<file path="src/rtl/pll_phase_tuner_pkg.sv">
// Shared types for the PLL phase tuner: sequencer states, step-generator
// segments, the calibration result record and the phase-index width helper.
package tuner_pkg;

    typedef enum logic [3:0] {
        S_IDLE,
        S_TEST,
        S_EVAL,
        S_STEP_HI,
        S_STEP_LO,
        S_SETTLE,
        S_RESOLVE,
        S_CENTER,
        S_DONE
    } state_t;

    typedef enum logic [1:0] {
        SEG_IDLE,
        SEG_HI,
        SEG_LO,
        SEG_SETTLE
    } step_seg_t;

    // Widest phase index the result record can carry; instances slice it down.
    localparam int MAX_PW = 16;

    typedef struct packed {
        logic [MAX_PW-1:0] best_phase;
        logic [MAX_PW:0]   window_len;
        logic              fail;
    } result_t;

    function automatic int calc_pw(input int steps);
        return $clog2(steps);
    endfunction

endpackage

</file>
<file path="src/rtl/pll_phase_tuner_if.sv">
// Control, PLL phase-shift and capture-test signals of the phase tuner.
// The tuner is the master; the PLL wrapper / training logic side is the slave.
interface pll_phase_tuner_if
    import tuner_pkg::*;
#(
    parameter int PS_STEPS = 64
);
    localparam int PW = calc_pw(PS_STEPS);

    logic          pll_lock;
    logic          start;
    logic          busy;
    logic          done;
    logic          fail;
    logic [2:0]    ps_sel;
    logic          ps_dir;
    logic          ps_pulse;
    logic          test_req;
    logic          test_ack;
    logic          test_pass;
    logic [PW-1:0] best_phase;
    logic [PW:0]   window_len;

    modport master (
        input  pll_lock, start, test_ack, test_pass,
        output busy, done, fail, ps_sel, ps_dir, ps_pulse, test_req,
               best_phase, window_len
    );

    modport slave (
        output pll_lock, start, test_ack, test_pass,
        input  busy, done, fail, ps_sel, ps_dir, ps_pulse, test_req,
               best_phase, window_len
    );

endinterface

</file>
<file path="src/rtl/pll_phase_tuner_ps_step_gen.sv">
// One PLL phase step: ps_pulse high then low for PULSE_WIDTH cycles each,
// followed by SETTLE_CYCLES of quiet time; strobes mark the end of each segment.
module ps_step_gen
    import tuner_pkg::*;
#(
    parameter int PULSE_WIDTH   = 4,
    parameter int SETTLE_CYCLES = 256
) (
    input  logic clk,
    input  logic rst_n,
    input  logic step_go,
    input  logic dir,
    input  logic abort,
    output logic ps_pulse,
    output logic ps_dir,
    output logic hi_end,
    output logic lo_end,
    output logic step_done
);

    localparam int CMAX = (PULSE_WIDTH > SETTLE_CYCLES) ? PULSE_WIDTH : SETTLE_CYCLES;
    localparam int CW   = $clog2(CMAX + 1);

    step_seg_t     seg_q;
    logic [CW-1:0] cnt_q;
    logic [CW-1:0] last_cnt;
    logic          seg_last;

    always_comb begin
        last_cnt  = (seg_q == SEG_SETTLE) ? CW'(SETTLE_CYCLES - 1) : CW'(PULSE_WIDTH - 1);
        seg_last  = (cnt_q == last_cnt);
        hi_end    = (seg_q == SEG_HI) && seg_last;
        lo_end    = (seg_q == SEG_LO) && seg_last;
        step_done = (seg_q == SEG_SETTLE) && seg_last;
    end

    // ps_pulse and ps_dir are flops so the PLL port never sees decode glitches.
    always_ff @(posedge clk or negedge rst_n) begin
        if (!rst_n) begin
            seg_q    <= SEG_IDLE;
            cnt_q    <= '0;
            ps_pulse <= 1'b0;
            ps_dir   <= 1'b0;
        end else if (abort) begin
            seg_q    <= SEG_IDLE;
            cnt_q    <= '0;
            ps_pulse <= 1'b0;
        end else if (step_go) begin
            seg_q    <= SEG_HI;
            cnt_q    <= '0;
            ps_pulse <= 1'b1;
            ps_dir   <= dir;
        end else if (seg_q != SEG_IDLE) begin
            if (seg_last) begin
                cnt_q    <= '0;
                ps_pulse <= 1'b0;
                case (seg_q)
                    SEG_HI:  seg_q <= SEG_LO;
                    SEG_LO:  seg_q <= SEG_SETTLE;
                    default: seg_q <= SEG_IDLE;
                endcase
            end else begin
                cnt_q <= cnt_q + CW'(1);
            end
        end
    end

endmodule

</file>
<file path="src/rtl/pll_phase_tuner.sv">
// Sweeps the PLL output through one period, records pass/fail per phase,
// picks the longest (possibly wrapping) passing window and parks at its centre.
module pll_phase_tuner
    import tuner_pkg::*;
#(
    parameter int         PS_STEPS      = 64,
    parameter int         SETTLE_CYCLES = 256,
    parameter int         PULSE_WIDTH   = 4,
    parameter logic [2:0] OUT_SEL       = 3'd1
) (
    input  logic               clk,
    input  logic               rst_n,
    pll_phase_tuner_if.master  bus
);

    localparam int            PW       = calc_pw(PS_STEPS);
    localparam logic [PW:0]   FULL_LEN = (PW + 1)'(PS_STEPS);
    localparam logic [PW-1:0] LAST_POS = PW'(PS_STEPS - 1);
    localparam logic [PW-1:0] HALF_POS = PW'(PS_STEPS / 2);

    state_t        state_q, state_d;
    logic [PW-1:0] pos_q;
    logic          pass_q;
    logic [PW-1:0] cur_start_q, best_start_q;
    logic [PW:0]   cur_len_q, best_len_q, lead_len_q;
    logic          sweep_done_q, resolved_q;
    logic [PW-1:0] remain_q;
    logic          centre_back_q;
    result_t       res_q;

    logic          lock_lost;
    logic          busy_w, done_w, test_req_w, step_go, step_dir;
    logic          ps_pulse_w, ps_dir_w, hi_end, lo_end, step_done;

    logic [PW-1:0] fin_start, centre, centre_steps, half_pos;
    logic [PW:0]   fin_len, cand_len, len_m1;
    logic          centre_back;
    logic          unused_res;

    assign lock_lost = !bus.pll_lock && (state_q != S_IDLE) && (state_q != S_DONE);

    always_ff @(posedge clk or negedge rst_n) begin
        if (!rst_n) state_q <= S_IDLE;
        else        state_q <= state_d;
    end

    always_comb begin
        state_d = state_q;
        if (lock_lost) begin
            state_d = S_DONE;
        end else begin
            case (state_q)
                S_IDLE, S_DONE: if (bus.start) state_d = bus.pll_lock ? S_TEST : S_DONE;
                S_TEST:         if (bus.test_ack) state_d = S_EVAL;
                S_EVAL:         state_d = S_STEP_HI;
                S_STEP_HI:      if (hi_end) state_d = S_STEP_LO;
                S_STEP_LO:      if (lo_end) state_d = S_SETTLE;
                S_SETTLE: begin
                    if (step_done) begin
                        if (!sweep_done_q)         state_d = S_TEST;
                        else if (!resolved_q)      state_d = S_RESOLVE;
                        else if (remain_q != '0)   state_d = S_CENTER;
                        else                       state_d = S_DONE;
                    end
                end
                S_RESOLVE:      state_d = (centre_steps != '0) ? S_CENTER : S_DONE;
                S_CENTER:       state_d = S_STEP_HI;
                default:        state_d = S_IDLE;
            endcase
        end
    end

    always_comb begin
        busy_w     = (state_q != S_IDLE) && (state_q != S_DONE);
        done_w     = (state_q == S_DONE);
        test_req_w = (state_q == S_TEST);
        step_go    = !lock_lost && ((state_q == S_EVAL) || (state_q == S_CENTER));
        step_dir   = (state_q == S_CENTER) ? centre_back_q : 1'b0;
    end

    // The trailing run is still open at RESOLVE; it merges with the leading
    // run when both ends of the period pass, and is compared last.
    always_comb begin
        fin_start = best_start_q;
        fin_len   = best_len_q;
        cand_len  = (lead_len_q != '0) ? (cur_len_q + lead_len_q) : cur_len_q;
        if (cur_len_q == FULL_LEN) begin
            fin_start = '0;
            fin_len   = FULL_LEN;
        end else if ((cur_len_q != '0) && (cand_len > best_len_q)) begin
            fin_start = cur_start_q;
            fin_len   = cand_len;
        end
        len_m1   = fin_len - (PW + 1)'(1);
        half_pos = PW'(len_m1 >> 1);
        centre   = fin_start + half_pos;
        if ((fin_len == '0) || (fin_len == FULL_LEN)) centre = '0;
        centre_back  = (centre > HALF_POS);
        centre_steps = centre_back ? ('0 - centre) : centre;
    end

    always_ff @(posedge clk or negedge rst_n) begin
        if (!rst_n) begin
            pos_q         <= '0;
            pass_q        <= 1'b0;
            cur_start_q   <= '0;
            cur_len_q     <= '0;
            best_start_q  <= '0;
            best_len_q    <= '0;
            lead_len_q    <= '0;
            sweep_done_q  <= 1'b0;
            resolved_q    <= 1'b0;
            remain_q      <= '0;
            centre_back_q <= 1'b0;
            res_q         <= '0;
        end else if (lock_lost) begin
            res_q.fail <= 1'b1;
            pos_q      <= '0;
        end else begin
            case (state_q)
                S_IDLE, S_DONE: begin
                    if (bus.start && bus.pll_lock) begin
                        pos_q         <= '0;
                        pass_q        <= 1'b0;
                        cur_start_q   <= '0;
                        cur_len_q     <= '0;
                        best_start_q  <= '0;
                        best_len_q    <= '0;
                        lead_len_q    <= '0;
                        sweep_done_q  <= 1'b0;
                        resolved_q    <= 1'b0;
                        remain_q      <= '0;
                        centre_back_q <= 1'b0;
                        res_q         <= '0;
                    end else if (bus.start) begin
                        res_q.fail <= 1'b1;
                    end
                end
                S_TEST: if (bus.test_ack) pass_q <= bus.test_pass;
                S_EVAL: begin
                    sweep_done_q <= (pos_q == LAST_POS);
                    if (pass_q) begin
                        if (cur_len_q == '0) cur_start_q <= pos_q;
                        cur_len_q <= cur_len_q + (PW + 1)'(1);
                    end else if (cur_len_q != '0) begin
                        if (cur_len_q > best_len_q) begin
                            best_start_q <= cur_start_q;
                            best_len_q   <= cur_len_q;
                        end
                        if (cur_start_q == '0) lead_len_q <= cur_len_q;
                        cur_len_q <= '0;
                    end
                end
                S_STEP_LO: if (lo_end) pos_q <= ps_dir_w ? (pos_q - PW'(1)) : (pos_q + PW'(1));
                S_RESOLVE: begin
                    res_q.best_phase <= MAX_PW'(centre);
                    res_q.window_len <= (MAX_PW + 1)'(fin_len);
                    res_q.fail       <= (fin_len == '0);
                    remain_q         <= centre_steps;
                    centre_back_q    <= centre_back;
                    resolved_q       <= 1'b1;
                end
                S_CENTER: remain_q <= remain_q - PW'(1);
                default: ;
            endcase
        end
    end

    ps_step_gen #(
        .PULSE_WIDTH   (PULSE_WIDTH),
        .SETTLE_CYCLES (SETTLE_CYCLES)
    ) u_step (
        .clk       (clk),
        .rst_n     (rst_n),
        .step_go   (step_go),
        .dir       (step_dir),
        .abort     (lock_lost),
        .ps_pulse  (ps_pulse_w),
        .ps_dir    (ps_dir_w),
        .hi_end    (hi_end),
        .lo_end    (lo_end),
        .step_done (step_done)
    );

    assign unused_res = ^{res_q.best_phase[MAX_PW-1:PW], res_q.window_len[MAX_PW:PW+1]};

    assign bus.busy       = busy_w;
    assign bus.done       = done_w;
    assign bus.fail       = res_q.fail;
    assign bus.ps_sel     = OUT_SEL;
    assign bus.ps_dir     = ps_dir_w;
    assign bus.ps_pulse   = ps_pulse_w;
    assign bus.test_req   = test_req_w;
    assign bus.best_phase = res_q.best_phase[PW-1:0];
    assign bus.window_len = res_q.window_len[PW:0];

endmodule

</file>
<file path="src/flat_wrapper.sv">
// flat-port wrapper written by rule: the top's interface ports become plain ports
module pll_phase_tuner_flat import tuner_pkg::*;
#(
    parameter int         PS_STEPS      = 64,
    parameter int         SETTLE_CYCLES = 256,
    parameter int         PULSE_WIDTH   = 4,
    parameter logic [2:0] OUT_SEL       = 3'd1
)
  (clk, rst_n, bus_pll_lock, bus_start, bus_test_ack, bus_test_pass, bus_busy, bus_done, bus_fail, bus_ps_sel, bus_ps_dir, bus_ps_pulse, bus_test_req, bus_best_phase, bus_window_len);
  pll_phase_tuner_if #(.PS_STEPS(PS_STEPS)) bus_i ();
  input  logic clk;
  input  logic rst_n;
  input wire logic [$bits(bus_i.pll_lock)-1:0] bus_pll_lock;
  input wire logic [$bits(bus_i.start)-1:0] bus_start;
  input wire logic [$bits(bus_i.test_ack)-1:0] bus_test_ack;
  input wire logic [$bits(bus_i.test_pass)-1:0] bus_test_pass;
  output wire logic [$bits(bus_i.busy)-1:0] bus_busy;
  output wire logic [$bits(bus_i.done)-1:0] bus_done;
  output wire logic [$bits(bus_i.fail)-1:0] bus_fail;
  output wire logic [$bits(bus_i.ps_sel)-1:0] bus_ps_sel;
  output wire logic [$bits(bus_i.ps_dir)-1:0] bus_ps_dir;
  output wire logic [$bits(bus_i.ps_pulse)-1:0] bus_ps_pulse;
  output wire logic [$bits(bus_i.test_req)-1:0] bus_test_req;
  output wire logic [$bits(bus_i.best_phase)-1:0] bus_best_phase;
  output wire logic [$bits(bus_i.window_len)-1:0] bus_window_len;
  assign bus_i.pll_lock = bus_pll_lock;
  assign bus_i.start = bus_start;
  assign bus_i.test_ack = bus_test_ack;
  assign bus_i.test_pass = bus_test_pass;
  assign bus_busy = bus_i.busy;
  assign bus_done = bus_i.done;
  assign bus_fail = bus_i.fail;
  assign bus_ps_sel = bus_i.ps_sel;
  assign bus_ps_dir = bus_i.ps_dir;
  assign bus_ps_pulse = bus_i.ps_pulse;
  assign bus_test_req = bus_i.test_req;
  assign bus_best_phase = bus_i.best_phase;
  assign bus_window_len = bus_i.window_len;
  pll_phase_tuner #(.PS_STEPS(PS_STEPS), .SETTLE_CYCLES(SETTLE_CYCLES), .PULSE_WIDTH(PULSE_WIDTH), .OUT_SEL(OUT_SEL)) u_core (.clk(clk), .rst_n(rst_n), .bus(bus_i));
endmodule
</file>
<file path="config.mk">
export PLATFORM = sky130hd
export DESIGN_NAME = pll_phase_tuner_flat
export DESIGN_NICKNAME = d
export VERILOG_FILES = /design/src/rtl/pll_phase_tuner_pkg.sv /design/src/rtl/pll_phase_tuner_if.sv /design/src/rtl/pll_phase_tuner_ps_step_gen.sv /design/src/rtl/pll_phase_tuner.sv /design/src/flat_wrapper.sv
export SDC_FILE = /design/constraint.sdc
export NUM_CORES = 1
export LEC_CHECK = 0
export BUFFER_PORTS_ARGS = -buffer_cell sky130_fd_sc_hd__buf_2
export CORE_ASPECT_RATIO = 1.2
export CORE_MARGIN = 2
export CORE_UTILIZATION = 33
export CTS_CLUSTER_SIZE = 8
export DETAILED_ROUTE_END_ITERATION = 8
export GPL_TIMING_DRIVEN = 1
export MAX_ROUTING_LAYER = met4
export PLACE_DENSITY = 0.54
export REMOVE_ABC_BUFFERS = 1
export SETUP_SLACK_MARGIN = 0.2
export SLEW_MARGIN = 30
export SYNTH_ARGS = -nofsm -noshare
export SYNTH_HDL_FRONTEND = slang
export SYNTH_SLANG_ARGS = --single-unit
</file>
<file path="constraint.sdc">
create_clock -name clk -period 5.93 [get_ports clk]
set_clock_uncertainty 0.15 [all_clocks]
set_input_delay 0 -clock clk [delete_from_list [all_inputs] [get_ports clk]]
set_output_delay 0 -clock clk [all_outputs]
set_load 0.02 [all_outputs]
</file>
# Word-level counts from Yosys, hierarchy flattened
# Index checks and enable logic that the tools add are counted.
[totals] register_bits=80 inputBits=6 out_inout_bits=22 wordCells=180
[classes] addsub=9 n_lt_le_gt_ge=3 eq_ne=32 mux=70 bitwise=1 reduce_logical=46
[op_table] op="two-way mux 7 bit" count=12
[op_table] op="two-way mux 6 bit" count=13
[op_table] op="one-hot mux 24 bit (2 select lines)" count=1
[op_table] op="two-way mux 4 bit" count=11
[op_table] op="one-hot mux 7 bit (2 select lines)" count=3
[op_table] op="two-way mux 9 bit" count=4
[op_table] op="one-hot mux 6 bit (2 select lines)" count=3
[op_table] op="one-hot mux 4 bit (7 select lines)" count=1
[op_table] op="two-way mux 23 bit" count=1
[op_table] op="one-hot mux 6 bit (3 select lines)" count=1
[op_table] op="== test 4 x 3 -> 1 bit (second input constant)" count=4
[op_table] op="nonzero test 3 bit" count=5
[op_table] op="== test 7 bit (second input constant)" count=2
[op_table] op="greater-than comparator 7 bit" count=2
[op_table] op="zero test 7 bit" count=2
[op_table] op="nonzero test 7 bit" count=2
[op_table] op="inequality test 2 bit (second input constant)" count=6
[op_table] op="inequality test 3 x 1 -> 1 bit (second input constant)" count=4
[op_table] op="AND reduction 3 bit" count=4
[op_table] op="AND reduction 6 bit" count=2
[op_table] op="nonzero test 6 bit" count=2
[op_table] op="subtractor 6 x 1 -> 6 bit (second input constant)" count=2
[op_table] op="two-way mux 1 bit" count=10
[op_table] op="AND reduction 5 bit" count=2
[op_table] op="other kinds (34)" count=62

# Longest topological paths before layout
[logic_depth] word_depth=15 ltp_mapped=28 ltp_nobuf=27

# Modules after synthesis
# Synthesis repeated with hierarchy kept, for this count alone.
[unflattened] hier_cells=639 area_unflattened_um2=5763.0
[modules_own_cells] module="pll_phase_tuner" instances=1 cells_per_inst=554 area_each_um2=4933.5 seq_area_each_um2=1676.6
[modules_own_cells] module="ps_step_gen" instances=1 cells_per_inst=85 area_each_um2=829.5 seq_area_each_um2=325.3

# Least setup slack after synthesis
# Ideal clock, no wire load.
[synth_timing] kind="reg2reg" from="register u_core.cur_len_q[0]" to="register u_core.state_q[0]" arrival_ns=5.975 t_required_ns=5.630 slack_ns=-0.345 stages_incl_launch_ff=28 cell_sequence="dfrtp_1 > ha_1 > fa_1 > a211o_1 > a211oi_1 > a211oi_1 > a211o_1 > ha_1 > nand4_1 > a21oi_1 > or3_1 > nand2_1 > clkbuf_1 > nand2_1 > a21oi_1 > inv_1 > ha_1 > xor2_1 > ha_1 > a211oi_1 > o21bai_1 > a21oi_1 > nor3_1 > a221oi_2 > xnor2_2 > mux2_4 > o21ai_1 > a41oi_1"
[synth_between] elab_chain_len=15
[synth_lines] item="start: declaration" line_no="pll_phase_tuner.sv:25" text="logic [PW:0] cur_len_q, best_len_q, lead_len_q;"
[synth_lines] item="start signal: assignment" line_no="pll_phase_tuner.sv:144" text="cur_len_q <= cur_len_q + (PW + 1)'(1);"
[synth_lines] item="adder 7 bit" line_no="pll_phase_tuner.sv:86" text="cand_len = (lead_len_q != '0) ? (cur_len_q + lead_len_q) : cur_len_q;"
[synth_lines] item="two-way mux 7 bit" line_no="pll_phase_tuner.sv:86"
[synth_lines] item="greater-than comparator 7 bit" line_no="pll_phase_tuner.sv:90" text="end else if ((cur_len_q != '0) && (cand_len > best_len_q)) begin"
[synth_lines] item="logical AND 1 bit" line_no="pll_phase_tuner.sv:90"
[synth_lines] item="two-way mux 7 bit" line_no="pll_phase_tuner.sv:90"
[synth_lines] item="two-way mux 7 bit" line_no="pll_phase_tuner.sv:87" text="if (cur_len_q == FULL_LEN) begin"
[synth_lines] item="subtractor 7 x 1 -> 7 bit (tied with other cells)" line_no="pll_phase_tuner.sv:94" text="len_m1 = fin_len - (PW + 1)'(1);"
[synth_lines] item="adder 6 bit / logical OR 1 bit (equally long branches)" line_no="pll_phase_tuner.sv:96, pll_phase_tuner.sv:97"
[synth_lines] item="two-way mux 6 bit *" line_no="pll_phase_tuner.sv:97" text="if ((fin_len == '0) || (fin_len == FULL_LEN)) centre = '0;"
[synth_lines] item="subtractor 1 x 6 -> 6 bit / greater-than comparator 6 bit (equally long branches)" line_no="pll_phase_tuner.sv:99, pll_phase_tuner.sv:98"
[synth_lines] item="two-way mux 6 bit *" line_no="pll_phase_tuner.sv:99" text="centre_steps = centre_back ? ('0 - centre) : centre;"
[synth_lines] item="nonzero test 6 bit *" line_no="pll_phase_tuner.sv:66" text="S_RESOLVE: state_d = (centre_steps != '0) ? S_CENTER : S_DONE;"
[synth_lines] item="two-way mux 4 bit *" line_no="pll_phase_tuner.sv:66"
[synth_lines] item="one-hot mux 4 bit (7 select lines) *" line_no="pll_phase_tuner.sv:52" text="case (state_q)"
[synth_lines] item="two-way mux 4 bit *" line_no="pll_phase_tuner.sv:49" text="if (lock_lost) begin"
[synth_lines] item="end signal: assignment" line_no="pll_phase_tuner.sv:44" text="else state_q <= state_d;"
[synth_lines] item="end: declaration" line_no="pll_phase_tuner.sv:21" text="state_t state_q, state_d;"
# Mark *: on every way between the ends. The rest lies on a longest branch, timed or not.
# A chain may end at the register's enable or synchronous reset.

# Worst setup path after layout
# Ends and elaborated chain as after synthesis.

==> impl_metrics.env <==
export IMPL_result_of_the_run="completed"
export IMPL_timing_critical_path_fanout_max=5
export IMPL_clock_tree_root_cell="sky130_fd_sc_hd__clkbuf_16"
export IMPL_final_nets=793
export IMPL_worstSetupEndpointType="flop"
export IMPL_timing_critical_path_from_type="flop"
export IMPL_nFillCells=1662
export IMPL_synth_seq_cells=80
export IMPL_hold_viol_final=0
export IMPL_ys_seq_area_share_pct=35.5
export IMPL_reg2reg_from="u_core.cur_len_q[0]"
export IMPL_cts_tree="yes"
export IMPL_timing_reg2reg_worst_path_depth=26
export IMPL_grtUsageTotal_pct=19.2
export IMPL_synthesis_yosys_warnings=0
export IMPL_cts_made_buffers=9
export IMPL_dr_total_vias=5232
export IMPL_synthesis_area_sq_um=5630
export IMPL_drt_first_iter_violations=292
export IMPL_dp_hpwl_um=11500
export IMPL_postSynthAreaPerCell_sq_um=8.65
export IMPL_final_min_period_over_clock_period_pct=99.4
export IMPL_drt_pre_antenna_iters=5
export IMPL_antenna_left=0
export IMPL_share_clk_of_total_power_pct=33.0
export IMPL_first_global_vias=5290
export IMPL_die_height_um=147
export IMPL_worst_endpoint_arrival_ns=5.94
export IMPL_placement_rows=52
export IMPL_synth_edf_count=0
export IMPL_vias_cell=5.42
export IMPL_final_cell_mix="sky130_fd_sc_hd__dfrtp_1, sky130_fd_sc_hd__buf_4, sky130_fd_sc_hd__nand2_1"
export IMPL_finalWorstSetupSlack_ns=0.0347
export IMPL_multi_input_area_sq_um=3610
export IMPL_cp_data_required_time_ns=5.97
export IMPL_synth_instances=651
export IMPL_grt_antenna_before_repair=0
export IMPL_clock_sink_count=80
export IMPL_clk_transition_reported_paths_ns=0.06
export IMPL_total_leakage_power_nw=3.23
export IMPL_design_die_area_sq_um=18100
export IMPL_setup_reg_to_reg_worst_slack_ns=0.03
export IMPL_clock_tree_buffer_depth=2
export IMPL_crit_end="u_core.state_q[0]"
export IMPL_internal_power_w=0.00108
export IMPL_sequential_cell_area_sq_um=2000
export IMPL_synth_top_cells_by_area="sky130_fd_sc_hd__dfrtp_1, sky130_fd_sc_hd__ha_1, sky130_fd_sc_hd__nand2_1, sky130_fd_sc_hd__a21oi_1, sky130_fd_sc_hd__o21ai_0"
export IMPL_grt_pass1_wl_um=26600
export IMPL_place_congestion=0.882
export IMPL_synth_top_area_cell="sky130_fd_sc_hd__dfrtp_1"
export IMPL_worst_skew_pair_late_latency_ns=0.35
export IMPL_comb_power_share_pct=29.5
export IMPL_timing_final_max_slew_violations=0
export IMPL_tns_ns=0
export IMPL_grt_start_max_net_pins=81
export IMPL_share_seq_of_total_power_pct=37.5
export IMPL_transition_at_the_pin_with_the_smallest_max_transition_slack_ns=0.795
export IMPL_max_clock_freq_ghz=0.170
export IMPL_io_pin_count=28
export IMPL_drive_gt1_share_pct=25.6
export IMPL_wire_per_inst_um=16.7
export IMPL_die_width_um=123
export IMPL_cap_viol_max_count=0
export IMPL_crit_start="u_core.cur_len_q[0]"
export IMPL_drc_errors=0
export IMPL_mostFrequentLayoutCell="sky130_fd_sc_hd__dfrtp_1"
export IMPL_p_per_cell_area_nw_per_um2=240
export IMPL_regToRegEndpoint="u_core.state_q[0]"
export IMPL_total_switching_power_w=0.000638
export IMPL_h_tree_depth=3
export IMPL_antenna_diode_count=0
export IMPL_place_ws_ns=-0.320
export IMPL_final_setup_viol_count=0
export IMPL_ys_types=74
export IMPL_hold_path_class="in -> async"
export IMPL_grt_setup_unrepaired="true"
export IMPL_relative_slew_slack_pct=47.0
export IMPL_global_route_overflow_total=0
export IMPL_p_sw_share_pct=37.2
export IMPL_port_buffers=24
export IMPL_syn2layout_area_growth_pct=26.8
export IMPL_min_period_ns=5.90
export IMPL_criticalPathCategory="reg -> reg"
export IMPL_synth_ff_type="sky130_fd_sc_hd__dfrtp_1"
export IMPL_postRouteWirelength_um=16100
export IMPL_placeableCoreArea_sq_um=16800
export IMPL_post_synth_arst_share_pct=100
export IMPL_effective_utilization_at_floorplan_pct=33.6
export IMPL_vdd_drop_max_uv=171
export IMPL_synth_top_area_share_pct=35.5
==> cell type report <==
type	instances	share of cell area, %
timing repair buffer	109	11.1
clock buffer	10	3.21
tap	216	3.78
clock inverter	6	0.946
inverter	45	2.37
multi-input combinational	500	50.5
sequential	80	28.0
==> state kept, by name, summed over array words and instances, names as in the netlist <==
signal                  cells
u_core.sweep_done_q         1
u_core.u_step.ps_dir        1
u_core.bus.fail             1
u_core.resolved_q           1
u_core.u_step.ps_pulse      1
u_core.bus.best_phase       6
u_core.state_q              4
u_core.remain_q             6
u_core.u_step.seg_q         2
u_core.cur_len_q            7
u_core.u_step.cnt_q         9
u_core.centre_back_q        1
u_core.cur_start_q          6
u_core.lead_len_q           7
u_core.best_start_q         6
u_core.best_len_q           7
u_core.pos_q                6
u_core.bus.window_len       7
u_core.pass_q               1
==> metrics by stage <==
step	instances	area (sq um)	hold WS [ns]	power, W	utilization (%)
2_1_floorplan	625	5510	-0.446	0.000959	-
3_3_place_gp	928	6380	0.103	0.00113	38.0
3_5_place_dp	928	6390	-0.0397	0.00114	38.1
4_1_cts	959	6940	0.164	0.00173	41.4
5_1_grt	966	7140	0.199	0.00182	42.5
6_report	966	7140	0.124	0.00172	42.5
==> worst max-delay path, cell delays in order (launching register included) <==
cell and delay [ns]:
sky130_fd_sc_hd__dfrtp_1 0.38, sky130_fd_sc_hd__ha_2 0.20, sky130_fd_sc_hd__fa_2 0.34, sky130_fd_sc_hd__a211o_1 0.29, sky130_fd_sc_hd__a211oi_2 0.25, sky130_fd_sc_hd__buf_4 0.15, sky130_fd_sc_hd__o21a_1 0.12, sky130_fd_sc_hd__a211o_1 0.10
sky130_fd_sc_hd__ha_1 0.23, sky130_fd_sc_hd__nand4_1 0.15, sky130_fd_sc_hd__a21oi_2 0.08, sky130_fd_sc_hd__or3_4 0.41, sky130_fd_sc_hd__buf_4 0.15, sky130_fd_sc_hd__nand4_1 0.13, sky130_fd_sc_hd__nand2_1 0.12, sky130_fd_sc_hd__buf_6 0.16
sky130_fd_sc_hd__xor2_2 0.17, sky130_fd_sc_hd__ha_1 0.30, sky130_fd_sc_hd__a211oi_2 0.22, sky130_fd_sc_hd__o21bai_1 0.11, sky130_fd_sc_hd__a21oi_2 0.27, sky130_fd_sc_hd__nor3_2 0.09, sky130_fd_sc_hd__a221oi_2 0.29, sky130_fd_sc_hd__xnor2_2 0.20
sky130_fd_sc_hd__mux2_4 0.37, sky130_fd_sc_hd__o21ai_4 0.17, sky130_fd_sc_hd__a41oi_2 0.12
==> synth_stat cells, drive strengths merged (2+ instances only) <==
cell,number
dfrtp,80
nand2,70
o21ai,55
a21oi,46
inv,45
nor2,40
ha,39
nor3,23
nand3,20
clkbuf,19
mux2,14
a211oi,12
xnor2,12
xor2,12
mux2i,11
nand4,11
and3,10
nor2b,10
or3,10
nand2b,9
buf,8
a21o,7
a22o,7
a31oi,7
nor4,7
o21a,7
o211ai,6
nor3b,5
and2,4
o22ai,4
o31ai,4
fa,3
o21bai,3
or2,3
a211o,2
a311oi,2
a41oi,2
and4,2
conb,2
or3b,2
==> layer usage <==
metal  global-route usage (%)  share of wire [%]
met1                     24.2                 43
met2                     30.5                 50
met3                     2.87                3.5
met4                     8.01                3.0
met5                        -                  0
==> power groups by stage <==
stage | logic, W | clock network [W] | registers (W)
after floorplan | 0.000323 | 0 | 0.000636
after global placement | 0.000478 | 0 | 0.000648
after detailed placement | 0.000491 | 0 | 0.000651
after CTS | 0.000508 | 0.000584 | 0.000641
after global routing | 0.000565 | 0.000602 | 0.000650
final | 0.000506 | 0.000567 | 0.000644
==> logic make-up (layout without fill, tap and decap cells) <==
logic type | count (synthesis) | after routing | synth area share [%]
fa+ha+maj | 42 | 42 | 9.73
simple gates | 232 | 232 | 21.4
other cells | 2 | 3 | 0.133
xor+xnor | 24 | 24 | 3.86
mux | 25 | 25 | 4.82
flops | 80 | 80 | 35.5
compound gates | 174 | 174 | 19.3
buf+inv | 72 | 170 | 5.26
==> repair_timing <==
item                                    4_1_cts  5_1_grt
gates cloned                                  0        0
endpoints found under the setup margin       11       11
buffers inserted                             10        7
hold endpoints to repair                     84        0
gates resized for setup                      34       28
hold buffers                                  5        0
pin swaps                                    36       20
==> how the worst min path moves through the flow <==
stage | startpoint | end | slack (ns) | depth (start not counted)
2_1_floorplan | rst_n | u_core.best_len_q[0] | -0.45 | 0
3_3_place_gp | rst_n | u_core.cur_len_q[2] | 0.10 | 1
3_5_place_dp | rst_n | u_core.lead_len_q[2] | -0.04 | 1
4_1_cts | rst_n | u_core.cur_len_q[2] | 0.16 | 2
5_1_grt | rst_n | u_core.lead_len_q[2] | 0.20 | 2
6_report | rst_n | u_core.cur_len_q[2] | 0.12 | 2
Power figures use the tool's default switching activity.
